`config.mk`:
```
export PLATFORM = sky130hd
export DESIGN_NAME = spi_master_flat
export DESIGN_NICKNAME = d
export VERILOG_FILES = /design/src/rtl/spi_master_if.sv /design/src/rtl/spi_master.sv /design/src/flat_wrapper.sv
export SDC_FILE = /design/constraint.sdc
export NUM_CORES = 1
export LEC_CHECK = 0
export CORE_UTILIZATION = 40
export DETAILED_ROUTE_END_ITERATION = 16
export HOLD_SLACK_MARGIN = 0.03
export PLACE_DENSITY = 0.65
export SLEW_MARGIN = 30
export SYNTH_ARGS = -nofsm -noshare
export SYNTH_HDL_FRONTEND = slang
export SYNTH_SLANG_ARGS = --single-unit
```
`constraint.sdc`:
```
create_clock -name clk -period 3 [get_ports clk]
set_input_delay 0.6 -clock clk [delete_from_list [all_inputs] [get_ports clk]]
set_output_delay 0.6 -clock clk [all_outputs]
set_load 0.02 [all_outputs]
```
`src/rtl/spi_master_if.sv`:
```
// Command, read-back and SPI pin bundle between a host and spi_master.
interface spi_master_if;
    logic       cmd_valid;
    logic [1:0] cmd_op;
    logic [7:0] cmd_data;
    logic       cmd_ready;
    logic       ss_n;
    logic       MOSI;
    logic       MISO;
    logic [7:0] rd_data;
    logic       rd_valid;
    logic       busy;

    modport master (
        input  cmd_valid, cmd_op, cmd_data, MISO,
        output cmd_ready, ss_n, MOSI, rd_data, rd_valid, busy
    );

    modport slave (
        output cmd_valid, cmd_op, cmd_data, MISO,
        input  cmd_ready, ss_n, MOSI, rd_data, rd_valid, busy
    );
endinterface

```
`src/rtl/spi_master.sv`:
```
// Single-command SPI master: start bit, select bit, 10-bit op/data frame, optional 8-bit readback.
// TURN_CYCLES and GAP_CYCLES are expected to be at least 1.
module spi_master #(
    parameter int unsigned TURN_CYCLES = 1,
    parameter int unsigned GAP_CYCLES  = 1
) (
    input logic          clk,
    input logic          rst,
    spi_master_if.master bus
);
    typedef enum logic [2:0] {
        StIdle, StStart, StSelect, StShift, StTurn, StRecv, StGap
    } state_e;

    localparam logic [15:0] TurnLast = 16'(TURN_CYCLES - 1);
    localparam logic [15:0] GapLast  = 16'(GAP_CYCLES - 1);

    state_e      state_q, state_d;
    logic [9:0]  frame_q, frame_d;
    logic [3:0]  bit_cnt_q, bit_cnt_d;
    logic [15:0] wait_cnt_q, wait_cnt_d;
    logic [7:0]  rx_q, rx_d;
    logic [7:0]  rd_data_q, rd_data_d;
    logic        rd_valid_q, rd_valid_d;
    logic        ss_n_q, ss_n_d;
    logic        mosi_q, mosi_d;
    logic [3:0]  bit_idx;
    logic        cmd_ready;

    assign cmd_ready = (state_q == StIdle) && !rst;

    always_comb begin
        state_d    = state_q;
        frame_d    = frame_q;
        bit_cnt_d  = bit_cnt_q;
        wait_cnt_d = wait_cnt_q;
        rx_d       = rx_q;
        rd_data_d  = rd_data_q;
        rd_valid_d = 1'b0;
        unique case (state_q)
            StIdle: begin
                if (bus.cmd_valid && cmd_ready) begin
                    frame_d = {bus.cmd_op, bus.cmd_data};
                    state_d = StStart;
                end
            end
            StStart:  state_d = StSelect;
            StSelect: begin
                bit_cnt_d = 4'd0;
                state_d   = StShift;
            end
            StShift: begin
                if (bit_cnt_q == 4'd9) begin
                    bit_cnt_d  = 4'd0;
                    wait_cnt_d = 16'd0;
                    state_d    = (frame_q[9:8] == 2'b11) ? StTurn : StGap;
                end else begin
                    bit_cnt_d = bit_cnt_q + 4'd1;
                end
            end
            StTurn: begin
                if (wait_cnt_q == TurnLast) begin
                    bit_cnt_d = 4'd0;
                    state_d   = StRecv;
                end else begin
                    wait_cnt_d = wait_cnt_q + 16'd1;
                end
            end
            StRecv: begin
                rx_d = {rx_q[6:0], bus.MISO};
                if (bit_cnt_q == 4'd7) begin
                    rd_data_d  = {rx_q[6:0], bus.MISO};
                    rd_valid_d = 1'b1;
                    wait_cnt_d = 16'd0;
                    bit_cnt_d  = 4'd0;
                    state_d    = StGap;
                end else begin
                    bit_cnt_d = bit_cnt_q + 4'd1;
                end
            end
            StGap: begin
                if (wait_cnt_q == GapLast) begin
                    wait_cnt_d = 16'd0;
                    state_d    = StIdle;
                end else begin
                    wait_cnt_d = wait_cnt_q + 16'd1;
                end
            end
            default: state_d = StIdle;
        endcase

        // Pin values are derived from the next state so they register in step with it.
        bit_idx = 4'd9 - bit_cnt_d;
        ss_n_d  = (state_d == StIdle) || (state_d == StGap);
        mosi_d  = 1'b0;
        case (state_d)
            StSelect: mosi_d = frame_d[9];
            StShift:  mosi_d = frame_d[bit_idx];
            default:  mosi_d = 1'b0;
        endcase
    end

    always_ff @(posedge clk) begin
        if (rst) begin
            state_q    <= StIdle;
            frame_q    <= 10'd0;
            bit_cnt_q  <= 4'd0;
            wait_cnt_q <= 16'd0;
            rx_q       <= 8'h00;
            rd_data_q  <= 8'h00;
            rd_valid_q <= 1'b0;
            ss_n_q     <= 1'b1;
            mosi_q     <= 1'b0;
        end else begin
            state_q    <= state_d;
            frame_q    <= frame_d;
            bit_cnt_q  <= bit_cnt_d;
            wait_cnt_q <= wait_cnt_d;
            rx_q       <= rx_d;
            rd_data_q  <= rd_data_d;
            rd_valid_q <= rd_valid_d;
            ss_n_q     <= ss_n_d;
            mosi_q     <= mosi_d;
        end
    end

    assign bus.cmd_ready = cmd_ready;
    assign bus.ss_n      = ss_n_q;
    assign bus.MOSI      = mosi_q;
    assign bus.rd_data   = rd_data_q;
    assign bus.rd_valid  = rd_valid_q;
    assign bus.busy      = (state_q != StIdle);
endmodule
```
`src/flat_wrapper.sv`:
```
// flat-port wrapper written by rule: the top's interface ports become plain ports
module spi_master_flat 
#(
    parameter int unsigned TURN_CYCLES = 1,
    parameter int unsigned GAP_CYCLES  = 1
)
  (clk, rst, bus_cmd_valid, bus_cmd_op, bus_cmd_data, bus_MISO, bus_cmd_ready, bus_ss_n, bus_MOSI, bus_rd_data, bus_rd_valid, bus_busy);
  spi_master_if bus_i ();
  input logic clk;
  input logic rst;
  input wire logic [$bits(bus_i.cmd_valid)-1:0] bus_cmd_valid;
  input wire logic [$bits(bus_i.cmd_op)-1:0] bus_cmd_op;
  input wire logic [$bits(bus_i.cmd_data)-1:0] bus_cmd_data;
  input wire logic [$bits(bus_i.MISO)-1:0] bus_MISO;
  output wire logic [$bits(bus_i.cmd_ready)-1:0] bus_cmd_ready;
  output wire logic [$bits(bus_i.ss_n)-1:0] bus_ss_n;
  output wire logic [$bits(bus_i.MOSI)-1:0] bus_MOSI;
  output wire logic [$bits(bus_i.rd_data)-1:0] bus_rd_data;
  output wire logic [$bits(bus_i.rd_valid)-1:0] bus_rd_valid;
  output wire logic [$bits(bus_i.busy)-1:0] bus_busy;
  assign bus_i.cmd_valid = bus_cmd_valid;
  assign bus_i.cmd_op = bus_cmd_op;
  assign bus_i.cmd_data = bus_cmd_data;
  assign bus_i.MISO = bus_MISO;
  assign bus_cmd_ready = bus_i.cmd_ready;
  assign bus_ss_n = bus_i.ss_n;
  assign bus_MOSI = bus_i.MOSI;
  assign bus_rd_data = bus_i.rd_data;
  assign bus_rd_valid = bus_i.rd_valid;
  assign bus_busy = bus_i.busy;
  spi_master #(.TURN_CYCLES(TURN_CYCLES), .GAP_CYCLES(GAP_CYCLES)) u_core (.clk(clk), .rst(rst), .bus(bus_i));
endmodule
```
==> results of run 1 <==
==> worst max-delay path, cell delays in order, from the launching register on <==
cell	delay, ps
dfxtp_1	340
inv_1	80
ha_1	140
nor4b_4	230
a41oi_2	210
o21ai_1	220
o21ai_0	110
a21oi_1	260
ha_1	310
inv_1	80
o2111ai_1	90
a222oi_1	370
a31o_1	180
==> placed cells by master, fill, tap and decap left out, types with 2 or more instances in the layout <==
cell type        instances
o21ai_0                  4
nand3_1                 27
buf_4                    8
nand4_1                  4
a31oi_1                  2
mux2i_1                 18
xor2_1                  15
or2b_2                   2
a21o_1                   2
a21oi_1                 11
nor4_2                   2
ha_1                     5
nor3_1                   7
xnor2_1                  2
and3_1                   2
clkbuf_8                 5
mux2_2                   2
and2_1                   4
dfxtp_1                 51
o21a_1                   2
nor2b_1                  4
clkdlybuf4s50_1         26
nor2_1                  48
o211ai_1                 5
nand2_1                 14
inv_1                    7
==> final cells by class <==
type | count | share of cell area
multi-input combinational | 210 | 0.475
sequential | 51 | 0.346
timing repair buffer | 34 | 0.109
tap | 75 | 0.0318
clock buffer | 6 | 0.0246
inverter | 7 | 0.00891
clock inverter | 2 | 0.00424
==> stage by stage <==
step	utilization	cell area [sq um]	power [mW]
2_1_floorplan	-	2520	0.803
3_3_place_gp	0.478	2860	0.851
3_5_place_dp	0.478	2860	0.852
4_1_cts	0.492	2950	1.24
5_1_grt	0.492	2950	1.29
6_report	0.492	2950	1.22
==> flip-flops by register name, indices dropped and copies added (netlist names) <==
register,count
u_core.bit_cnt_q,4
u_core.wait_cnt_q,16
u_core.frame_q,10
u_core.bus.ss_n,1
u_core.bus.rd_data,8
u_core.state_q,3
u_core.rx_q,7
u_core.bus.rd_valid,1
u_core.bus.MOSI,1
==> power breakdown <==
part,internal (mW),switching (mW)
Combinational,0.0659,0.0718
Sequential,0.689,0.00858
Clock,0.163,0.219
Total,0.918,0.300
==> cell families (layout without fill, tap and decap cells) <==
group | count (synthesis) | in the layout | synth area share
flip-flops | 51 | 51 | 0.405
AND/OR/NAND/NOR | 127 | 127 | 0.266
adder cells (fa/ha/maj) | 5 | 5 | 0.0248
multiplexers | 21 | 21 | 0.0863
XOR/XNOR | 17 | 17 | 0.0590
AO/OA/AOI/OAI | 40 | 40 | 0.119
buffers and inverters | 23 | 49 | 0.0402
==> synthesized netlist by cell type (2+ instances only) <==
master    number
dfxtp_1       51
nor2_1        48
nand3_1       27
mux2i_1       18
xor2_1        15
nand2_1       14
a21oi_1       11
clkbuf_1      10
inv_1          7
nor3_1         7
ha_1           5
o211ai_1       5
and2_1         4
nand4_1        4
nor2b_1        4
o21ai_0        4
buf_2          3
a21o_1         2
a31oi_1        2
and3_1         2
mux2_2         2
nor4_2         2
o21a_1         2
or2b_2         2
xnor2_1        2
==> routing by layer <==
| metal | track usage | share of wire |
|---|---|---|
| met5 | 0 | 0 |
| met4 | 0.0661 | 0.016 |
| met3 | 0.0478 | 0.034 |
| met2 | 0.260 | 0.45 |
| met1 | 0.218 | 0.50 |
==> how the worst min path moves through the flow <==
stage | to | slack, ps | cells past startpoint
floorplan | u_core.rx_q[6]$_SDFFE_PP0P_ | 440 | 2
global placement | u_core.rx_q[6]$_SDFFE_PP0P_ | 450 | 2
detailed placement | u_core.rx_q[6]$_SDFFE_PP0P_ | 460 | 2
CTS | u_core.rx_q[6]$_SDFFE_PP0P_ | 470 | 2
global route | u_core.rx_q[6]$_SDFFE_PP0P_ | 490 | 2
finish | u_core.rx_q[6]$_SDFFE_PP0P_ | 460 | 2
==> results.py, run 1 <==
metrics = {
    "power": {
        "p_leak_nw": 1.08,
        "ir_drop_mv": 0.267,
        "power.density_nw_per_um2": 413,
    },
    "synth": {
        "synth_seq_cells": 51,
        "yosys_warnings": 0,
        "syn_avg_cell_area_sq_um": 8.89,
        "yosysSeqAreaShare": 0.405,
        "syn-cell-area_sq_um": 2520,
        "synth.top_cell.area_share": 0.405,
        "ys_async_sr_fraction": 0,
        "synth-main-ff-cell": "dfxtp_1",
        "yosysUniqueCellTypes": 56,
        "synth_edf_count": 0,
        "yosys-top-cells-area": "dfxtp_1 (40%), mux2i_1 (7.1%), nor2_1 (7.1%)",
        "synthCells": 284,
        "synth_top_area_cell": "dfxtp_1",
        "syn-num-nets": 303,
    },
    "cts": {
        "ctsResizeCount": 0,
        "cts_buffers": 5,
        "cts.sinks": 51,
        "cts_tree": "yes",
        "cts_max_level": 2,
        "post-cts-setup-buffers": 0,
        "clock_latency_ps": 300,
        "cts_hold_buf": 0,
        "cts_root_buffer": "clkbuf_8",
        "clock_path_buffers": 2,
        "clk_pin_slew_ps": 100,
    },
    "status": {
        "outcome": "finished clean",
    },
    "floorplanning": {
        "start_util": 0.421,
        "die_height_microns": 81.4,
        "die_area_sq_um": 6630,
        "coreArea_sq_um": 5990,
        "ios": 27,
        "rows": 28,
        "die_x_microns": 81.4,
    },
    "placed_design": {
        "dp_hpwl_microns": 3470,
        "port-buffer-count": 26,
        "dp_slack_ps": 202,
        "dp_cells": 377,
        "gp_congestion": 0.801,
    },
    "setup_path": {
        "cp-end-kind": "flip-flop",
        "worstPathRequired_ps": 3260,
        "setup.worst_path.start": "u_core.wait_cnt_q[0]$_SDFFE_PP0P_",
        "crit_fanout": 3,
        "rr_worst_depth": 12,
        "r2r_start": "u_core.wait_cnt_q[0]$_SDFFE_PP0P_",
        "cp.arrival_ps": 2930,
        "crit_type": "flip-flop to flip-flop",
        "worst_setup_path_start_kind": "flip-flop",
        "cp-endpoint": "u_core.bus.MOSI$_SDFF_PP0_",
        "r2r-end": "u_core.bus.MOSI$_SDFF_PP0_",
        "r2r_slack_ps": 330,
    },
    "layout": {
        "syn_to_final_growth_pct": 16.8,
        "fillerInstances": 570,
        "diodes": 0,
        "multiInputGateArea_sq_um": 1400,
        "drive_gt1_frac": 0.116,
        "final_cells": 385,
        "final_nets": 328,
        "seqCellArea_sq_um": 1020,
    },
    "routing": {
        "drc": 0,
        "ant_nets": 0,
        "vias": 2023,
        "routed_wl_microns": 4910,
        "dr.first_iter.drc_count": 67,
        "dr.pass1.iters": 4,
        "viasPerCell": 5.25,
        "wl_per_cell_microns": 12.8,
    },
    "global_route": {
        "antenna_found_initial": 0,
        "grt_max_degree": 34,
        "grt_overflow": 0,
        "grt_pass1_wl_microns": 8560,
        "grt.total_usage": 0.168,
        "grt_pass1_vias": 1918,
    },
    "sta": {
        "min_period_ps": 2670,
        "finalHoldViolations": 0,
        "fin_skew_ps": 13.7,
        "timing.fmax_mhz": 375,
        "slew_viol_final": 0,
        "finalWorstSetupSlack_ps": 332,
        "finalSetupTns_ps": 0,
        "worst_pin_slew_ps": 440,
        "hold_slack_ps": 463,
        "grt_setup_unrepaired": "no",
        "maxSlewHeadroom": 0.706,
        "fin_crit_sh": 0.889,
        "setup-violations-final": 0,
    },
    "worst_hold_path": {
        "hp-class": "flip-flop to flip-flop",
        "hold_start": "u_core.rx_q[6]$_SDFFE_PP0P_",
    },
    "job": {
        "cap_violations": 0,
    },
}
No activity file was read; power rests on OpenSTA's default activity.
==> inputs of run 2 (changes only) <==
--- a/config.mk
+++ b/config.mk
@@ -5,10 +5,12 @@
 export SDC_FILE = /design/constraint.sdc
 export NUM_CORES = 1
 export LEC_CHECK = 0
-export CORE_UTILIZATION = 40
+export CORE_UTILIZATION = 55
+export CTS_CLUSTER_DIAMETER = 80
 export DETAILED_ROUTE_END_ITERATION = 16
 export HOLD_SLACK_MARGIN = 0.03
-export PLACE_DENSITY = 0.65
+export PLACE_DENSITY = 0.83
+export REMOVE_ABC_BUFFERS = 1
 export SLEW_MARGIN = 30
 export SYNTH_ARGS = -nofsm -noshare
 export SYNTH_HDL_FRONTEND = slang
==> run 2 against run 1 <==
Clock skew shrank 7.3 ps. Final area shrank 1.9%. Critical path type unchanged. Sequential share of layout area grew 0.66 points. Clock-buffer cell count grew 1. Highest routed layer unchanged. Critical endpoint unchanged. Power is essentially flat. Sequential power is essentially flat.
==> results.py, run 2 (same netlist as run 1, synthesis figures left out) <==
metrics = {
    "cts": {
        "cts_max_level": 2,
        "cts_root_buffer": "clkbuf_8",
        "post-cts-setup-buffers": 0,
        "cts.sinks": 51,
        "ctsResizeCount": 0,
        "cts_hold_buf": 0,
        "clk_pin_slew_ps": 90,
        "clock_latency_ps": 300,
        "clock_path_buffers": 2,
        "cts_buffers": 5,
        "cts_tree": "yes",
    },
    "sta": {
        "slew_viol_final": 0,
        "finalSetupTns_ps": 0,
        "min_period_ps": 2710,
        "worst_pin_slew_ps": 488,
        "finalHoldViolations": 0,
        "hold_slack_ps": 466,
        "fin_skew_ps": 6.38,
        "finalWorstSetupSlack_ps": 287,
        "timing.fmax_mhz": 369,
        "setup-violations-final": 0,
        "fin_crit_sh": 0.904,
        "grt_setup_unrepaired": "no",
        "maxSlewHeadroom": 0.674,
    },
    "floorplanning": {
        "die_area_sq_um": 4860,
        "coreArea_sq_um": 4380,
        "start_util": 0.576,
        "die_height_microns": 69.7,
        "die_x_microns": 69.7,
        "rows": 24,
        "ios": 27,
    },
    "routing": {
        "ant_nets": 0,
        "wl_per_cell_microns": 13.8,
        "viasPerCell": 5.83,
        "drc": 0,
        "vias": 2094,
        "dr.first_iter.drc_count": 136,
        "routed_wl_microns": 4950,
        "dr.pass1.iters": 4,
    },
    "power": {
        "p_total_mw": 1.22,
        "ir_drop_mv": 0.253,
        "power.density_nw_per_um2": 421,
        "p_leak_nw": 1.07,
    },
    "setup_path": {
        "crit_buf_inv": 2,
        "crit_fanout": 3,
        "crit_type": "flip-flop to flip-flop",
        "worst_setup_path_start_kind": "flip-flop",
        "max_stage_delay_ps": 350,
        "worstPathRequired_ps": 3250,
        "slowest_stage": "a222oi_1",
        "crit_family": "compound AO/OA/AOI/OAI gates",
        "cp.arrival_ps": 2960,
        "cp-end-kind": "flip-flop",
        "crit_chain": "inv_1 > ha_1 > nor4b_4 > a41oi_2 > o21ai_1 > o21ai_0 > a21oi_1 > ha_1 > inv_1 > o2111ai_1 > a222oi_1 > a31o_1",
    },
    "global_route": {
        "grt_pass1_wl_microns": 8620,
        "grt_overflow": 0,
        "grt_max_degree": 34,
        "grt_pass1_vias": 1977,
        "grt.total_usage": 0.217,
        "antenna_found_initial": 0,
    },
    "layout": {
        "drive_gt1_frac": 0.104,
        "largest_register_ffs": 16,
        "final_cell_mix": "dfxtp_1 (51), nor2_1 (48), nand3_1 (27), clkdlybuf4s50_1 (26), mux2i_1 (18)",
        "largest-register": "u_core.wait_cnt_q",
        "final_nets": 325,
        "fin_util": 0.660,
        "syn_to_final_growth_pct": 14.6,
        "final_common_cell": "dfxtp_1",
        "diodes": 0,
    },
    "placed_design": {
        "dp_slack_ps": 266,
        "gp_congestion": 0.852,
        "port-buffer-count": 26,
        "dp_hpwl_microns": 3460,
    },
    "status": {
        "outcome": "finished clean",
    },
    "worst_hold_path": {
        "hp-class": "flip-flop to flip-flop",
    },
    "job": {
        "cap_violations": 0,
    },
}
run 2: layout make-up:
class	count	area, sq um
clock buffer	7	76.3
clock inverter	1	5.00
fill	374	1490
inverter	7	26.3
multi-input combinational	210	1400
sequential	51	1020
tap	52	65.1
timing repair buffer	31	298
run 2: where the power goes:
part	internal [mW]	total, mW	switching [mW]
Combinational	0.0658	0.138	0.0717
Clock	0.164	0.381	0.217
Sequential	0.689	0.699	0.0102
run 2: worst paths after layout:
kind | start | slack [ps] | to | depth (start not counted)
min reg2reg | u_core.rx_q[6]$_SDFFE_PP0P_ | 470 | u_core.rx_q[6]$_SDFFE_PP0P_ | 2
max reg2reg | u_core.wait_cnt_q[0]$_SDFFE_PP0P_ | 290 | u_core.bus.MOSI$_SDFF_PP0_ | 12
max | u_core.wait_cnt_q[0]$_SDFFE_PP0P_ | 290 | u_core.bus.MOSI$_SDFF_PP0_ | 12
min | u_core.rx_q[6]$_SDFFE_PP0P_ | 470 | u_core.rx_q[6]$_SDFFE_PP0P_ | 2
run 2: tightest hold or removal path, stage by stage (launching register included):
cell and delay, ps:
dfxtp_1 320, nand2_1 50, a21oi_1 50
run 2: layer usage:
layer,part of all wire,vias to the layer above,track usage
met5,0,-,0
li1,-,1034,-
met4,0.020,0,0.0911
met3,0.050,12,0.0494
met1,0.46,985,0.264
met2,0.47,63,0.369
run 2: metrics by stage:
step           std cells  instance area [sq um]
6_report             359                   2890
5_1_grt              359                   2890
4_1_cts              359                   2890
3_5_place_dp         351                   2810
3_3_place_gp         351                   2810
2_1_floorplan        268                   2450
